$ cat src/rtl/aquisicao_pressao.sv
// Scans seven pressure channels through a shared converter and applies a persistence filter to each channel.
// Latency: 2 cycles per channel when the converter answers at once; an output updates on the edge that ends ATUALIZA.
// Backpressure: the converter must answer within TIMEOUT cycles, otherwise the channel is flagged and skipped.
module aquisicao_pressao #(
    parameter int PERSIST = 3,
    parameter int TIMEOUT = 15
) (
    input  logic       clk,
    input  logic       rst_n,
    input  logic       habilita,
    output logic       reqAmostra,
    output logic [2:0] canalSel,
    input  logic [3:0] dadoADC,
    input  logic       validoADC,
    output logic [3:0] sensPresSC,
    output logic [3:0] sensPresS1,
    output logic [3:0] sensPresS2,
    output logic [3:0] sensPresS3,
    output logic [3:0] sensPresTubSR,
    output logic [3:0] sensPresTubSS,
    output logic [3:0] sensPresRea,
    output logic [6:0] falhaSensor,
    output logic       varreduraCompleta
);

    localparam logic [2:0] LP_PERSIST    = 3'(PERSIST);
    localparam logic [7:0] LP_ESPERA_MAX = 8'(TIMEOUT - 1);
    localparam logic [2:0] LP_ULT_CANAL  = 3'd6;

    typedef enum logic [1:0] {
        IDLE     = 2'd0,
        ESPERA   = 2'd1,
        ATUALIZA = 2'd2
    } estado_t;

    estado_t    r_estado;
    logic [2:0] r_canal;
    logic [7:0] r_espera;
    logic [3:0] r_amostra;
    logic       r_valido;
    logic       r_req;
    logic       r_varre;
    logic [6:0] r_falha;
    logic [3:0] r_cand  [0:6];
    logic [2:0] r_cnt   [0:6];
    logic [3:0] r_saida [0:6];

    logic       w_igual;
    logic [2:0] w_cnt_atual;
    logic [2:0] w_cnt_novo;
    logic       w_sai_espera;

    always_comb begin
        w_igual      = (r_amostra == r_cand[r_canal]);
        w_cnt_atual  = r_cnt[r_canal];
        w_cnt_novo   = 3'd1;
        if (w_igual) begin
            w_cnt_novo = (w_cnt_atual >= LP_PERSIST) ? LP_PERSIST : w_cnt_atual + 3'd1;
        end
        // A sample on the last allowed cycle wins over the timeout.
        w_sai_espera = validoADC || (r_espera == LP_ESPERA_MAX);
    end

    always_ff @(posedge clk or negedge rst_n) begin
        if (!rst_n) begin
            r_estado  <= IDLE;
            r_canal   <= 3'd0;
            r_espera  <= 8'd0;
            r_amostra <= 4'd0;
            r_valido  <= 1'b0;
            r_req     <= 1'b0;
            r_varre   <= 1'b0;
            r_falha   <= 7'd0;
            for (int i = 0; i < 7; i++) begin
                r_cand[i]  <= 4'd0;
                r_cnt[i]   <= 3'd0;
                r_saida[i] <= 4'd0;
            end
        end else begin
            r_varre <= 1'b0;
            case (r_estado)
                IDLE: begin
                    if (habilita) begin
                        r_estado <= ESPERA;
                        r_req    <= 1'b1;
                        r_espera <= 8'd0;
                    end
                end
                ESPERA: begin
                    if (w_sai_espera) begin
                        r_amostra <= dadoADC;
                        r_valido  <= validoADC;
                        r_req     <= 1'b0;
                        r_varre   <= (r_canal == LP_ULT_CANAL);
                        r_estado  <= ATUALIZA;
                    end else begin
                        r_espera <= r_espera + 8'd1;
                    end
                end
                ATUALIZA: begin
                    if (r_valido) begin
                        r_cnt[r_canal]   <= w_cnt_novo;
                        r_falha[r_canal] <= 1'b0;
                        if (!w_igual) begin
                            r_cand[r_canal] <= r_amostra;
                        end
                        // Candidate equals the sample on both paths, so the sample is what gets published.
                        if (w_cnt_novo == LP_PERSIST) begin
                            r_saida[r_canal] <= r_amostra;
                        end
                    end else begin
                        r_falha[r_canal] <= 1'b1;
                        r_cnt[r_canal]   <= 3'd0;
                    end
                    r_canal  <= (r_canal == LP_ULT_CANAL) ? 3'd0 : r_canal + 3'd1;
                    r_espera <= 8'd0;
                    if (habilita) begin
                        r_estado <= ESPERA;
                        r_req    <= 1'b1;
                    end else begin
                        r_estado <= IDLE;
                    end
                end
                default: begin
                    r_estado <= IDLE;
                    r_req    <= 1'b0;
                end
            endcase
        end
    end

    assign reqAmostra        = r_req;
    assign canalSel          = r_canal;
    assign falhaSensor       = r_falha;
    assign varreduraCompleta = r_varre;
    assign sensPresSC        = r_saida[0];
    assign sensPresS1        = r_saida[1];
    assign sensPresS2        = r_saida[2];
    assign sensPresS3        = r_saida[3];
    assign sensPresTubSR     = r_saida[4];
    assign sensPresTubSS     = r_saida[5];
    assign sensPresRea       = r_saida[6];

endmodule

$ cat config.mk
export PLATFORM = sky130hd
export DESIGN_NAME = aquisicao_pressao
export DESIGN_NICKNAME = d
export VERILOG_FILES = /design/src/rtl/aquisicao_pressao.sv
export SDC_FILE = /design/constraint.sdc
export NUM_CORES = 1
export LEC_CHECK = 0
export ABC_AREA = 1
export BUFFER_PORTS_ARGS = -buffer_cell sky130_fd_sc_hd__buf_2
export CAP_MARGIN = 30
export CORE_UTILIZATION = 50
export DETAILED_ROUTE_END_ITERATION = 16
export GPL_TIMING_DRIVEN = 0
export HOLD_SLACK_MARGIN = 0.1
export PLACE_DENSITY = 0.73
export SKIP_LAST_GASP = 1
export SYNTH_ARGS = -nofsm -noshare
export SYNTH_HDL_FRONTEND = slang
export SYNTH_SLANG_ARGS = --single-unit
export TNS_END_PERCENT = 1
$ cat constraint.sdc
create_clock -name clk -period 5.44 [get_ports clk]
set_input_delay 0.816 -clock clk [delete_from_list [all_inputs] [get_ports clk]]
set_output_delay 0.816 -clock clk [all_outputs]
set_load 0.03 [all_outputs]
==> out/metrics.csv <==
metric,value,unit
p_leak,3.04,nW
synth_area_leaders,"dfrtp_1 52%, nand2_1 18%, nand3_1 4.8%",
cts_buffers,9,
grt_setup_unrepaired,no,
ctsHtreeMaxLevel,3,
dr.first_iter.drc_count,314,
crit_top_cell,inv_1,
path_buf_inv,7,
seqCellArea,2600,sq um
path_class,reg2reg,
clk_pin_slew,0.11,ns
grt_antenna_before_repair,0,
synth.top_cell.area_share,0.523,
power_density,507,nW/um^2
clkLatencyLatePin,0.36,ns
path_delay_family,buffers and inverters,
fmaxAchievable,0.271,GHz
grt_first_pass_wirelength,20.4,mm
ir_drop,0.217,mV
io_buffers,47,
drive_above_1_share,0.138,
yosys_warnings,0,
grt_max_degree,55,
cts_resized,0,
start_kind,flip-flop,
dr.pass1.iters,5,
grt_pass1_vias,4147,
start_util,0.512,
setup_viol,0,
critPathMaxStageDelay,0.47,ns
status,finished clean,
row_count,36,
relSlewSlack,0.494,
synth_nets,646,
grt_use_total,0.258,
cts_setup_buffers,0,
antenna-diode-count,0,
slew_viol_final,0,
end_kind,flip-flop,
clock-root-buffer,clkbuf_8,
fin_util,0.578,
fin_nets,705,
fin_tns_setup,0,ns
cp_cell_sequence,buf_4 -> inv_2 -> nor2_2 -> inv_1 -> nor2_1 -> clkbuf_1 -> inv_1 -> o221ai_1 -> ha_1 -> ha_1 -> inv_1 -> nand3_1 -> nor2_1 -> o211ai_2 -> buf_4 -> nand3_1 -> nand2_1 -> nand2_1,
clock-sinks,104,
die_y,102,um
timing.final.crit_share,0.677,
syn_to_final_growth,13.0,%
hold_path.class,reg2reg,
fill_cells,938,
core,9730,sq um
multiInputGateArea,2010,sq um
placed_area,5410,sq um
boundaryPins,48,
required,5.70,ns
ys_ff_latch,104,
dieArea,10400,sq um
dp_hpwl,8.83,mm
final_area,5620,sq um
finalClockSkew,0.0103,ns
worst_pin_slew,0.758,ns
syn_area_per_cell,7.85,sq um
maxCapViolCount,0,
place_congestion,0.879,
setup_ws,1.75,ns
clk_path_buf_depth,2,
slowest_stage,clkbuf_1,
dr_total_vias,4491,
drt-wirelength-per-cell,14.9,um
ys_types,29,
synth_largest_area_cell,dfrtp_1,
worst-path-max-fanout,10,
finalPower,2.85,mW
hold_viol,0,
grt_remaining_overflow,0,
syn_area,4980,sq um
drc,0,
synthCells,634,
tritoncts,done,
worstPathArrival,3.95,ns
seq_area_frac_synth,0.523,
post-place-ws,1.85,ns
via_per_inst,5.41,
final.min_clock_period,3.69,ns
drtAntennaViolNets,0,
drt_wl_total,12.4,mm
ctsHoldBuffers,0,
die_width,102,um
## placed cells by master (no fill, tap or decap), types with 2 or more instances in the layout
| cell | count |
|---|---|
| nand2_1 | 233 |
| dfrtp_1 | 104 |
| buf_2 | 54 |
| inv_1 | 49 |
| nand3_1 | 48 |
| nor2_1 | 47 |
| nand4_1 | 32 |
| o21ai_0 | 31 |
| a21oi_1 | 23 |
| clkbuf_1 | 12 |
| clkbuf_8 | 9 |
| buf_4 | 8 |
| inv_2 | 7 |
| nor2_2 | 5 |
| o22ai_1 | 4 |
| ha_1 | 4 |
| o21ai_1 | 3 |
| nand3_2 | 2 |
| nor3_1 | 2 |
| o21a_1 | 2 |
| mux2_2 | 2 |
| bufinv_16 | 2 |
| inv_6 | 2 |
## per-stage QoR
step                      instances  hold WS [ns]
after detailed placement        815         0.455
final                           830         0.475
after CTS                       830         0.481
after global routing            830         0.500
after global placement          814         0.449
after floorplan                 634         0.442
## cell families after synthesis
family                     after synthesis  synth area share
adders and majority gates                4            0.0101
muxes                                    2           0.00452
buffers and inverters                   85            0.0729
AOI/OAI and AO/OA                       69            0.0759
xor gates and xnor gates                 1           0.00176
and+or+nand+nor                        369             0.312
DFF                                    104             0.523
## Yosys cell counts (all sizes together)
| cell | instances |
|---|---|
| nor2 | 52 |
| ha | 4 |
| inv | 56 |
| nand4 | 32 |
| o22ai | 4 |
| clkbuf | 12 |
| nand2 | 233 |
| o221ai | 1 |
| dfrtp | 104 |
| o31ai | 1 |
| xor2 | 1 |
| nor3 | 2 |
| o211ai | 2 |
| mux2 | 2 |
| o21a | 2 |
| nand3 | 50 |
| o21bai | 1 |
| a21oi | 23 |
| buf | 17 |
| a221oi | 1 |
| o21ai | 34 |
## worst min-delay path, stage by stage (launching register included)
cell and delay [ns]:
dfrtp_1 0.35, nand2_1 0.05, nand2_1 0.04
## state kept, by name, summed over array words and instances (netlist names), named ones only
signal,count
sensPresS3,4
r_valido,1
sensPresTubSR,4
sensPresS1,4
sensPresRea,4
varreduraCompleta,1
canalSel,3
r_cnt,21
sensPresSC,4
sensPresS2,4
r_cand,28
r_espera,8
r_estado,2
sensPresTubSS,4
reqAmostra,1
r_amostra,4
## path summary, 6_finish.rpt
path | start | end | slack [ns] | cells after the start
worst max-delay path | canalSel[2] | sensPresSC[0] | 1.75 | 18
worst min-delay path | reqAmostra | reqAmostra | 0.48 | 2
worst max register to register | canalSel[2] | sensPresSC[0] | 1.75 | 18
worst min register to register | reqAmostra | reqAmostra | 0.48 | 2
max in group asynchronous | rst_n | sensPresTubSS[2] | 4.27 | 2
min in group asynchronous | rst_n | async pin | 0.49 | 1
## power by group
group / internal, mW / switching [mW]
sequential: 0.977 / 0.120
clock: 0.260 / 0.276
combinational: 0.345 / 0.874
total: 1.58 / 1.27
## routing by layer
metal / up-vias / share of wire / track usage
met4: 0 / 0.012 / 0.0680
met2: 159 / 0.47 / 0.399
met5: - / 0 / 0
met1: 2151 / 0.46 / 0.365
li1: 2164 / - / -
met3: 17 / 0.064 / 0.0607
## area by class of cell
| class | instances | share of cell area |
|---|---|---|
| repair buffers | 48 | 0.0472 |
| inverters | 56 | 0.0374 |
| plain buffers | 29 | 0.0271 |
| well taps | 133 | 0.0296 |
| flip-flops and latches | 104 | 0.463 |
| multi-input cells | 445 | 0.358 |
| clock buffers | 9 | 0.0220 |
| clock inverters | 6 | 0.0160 |
Note: power is estimated with default switching activity, not from simulation.
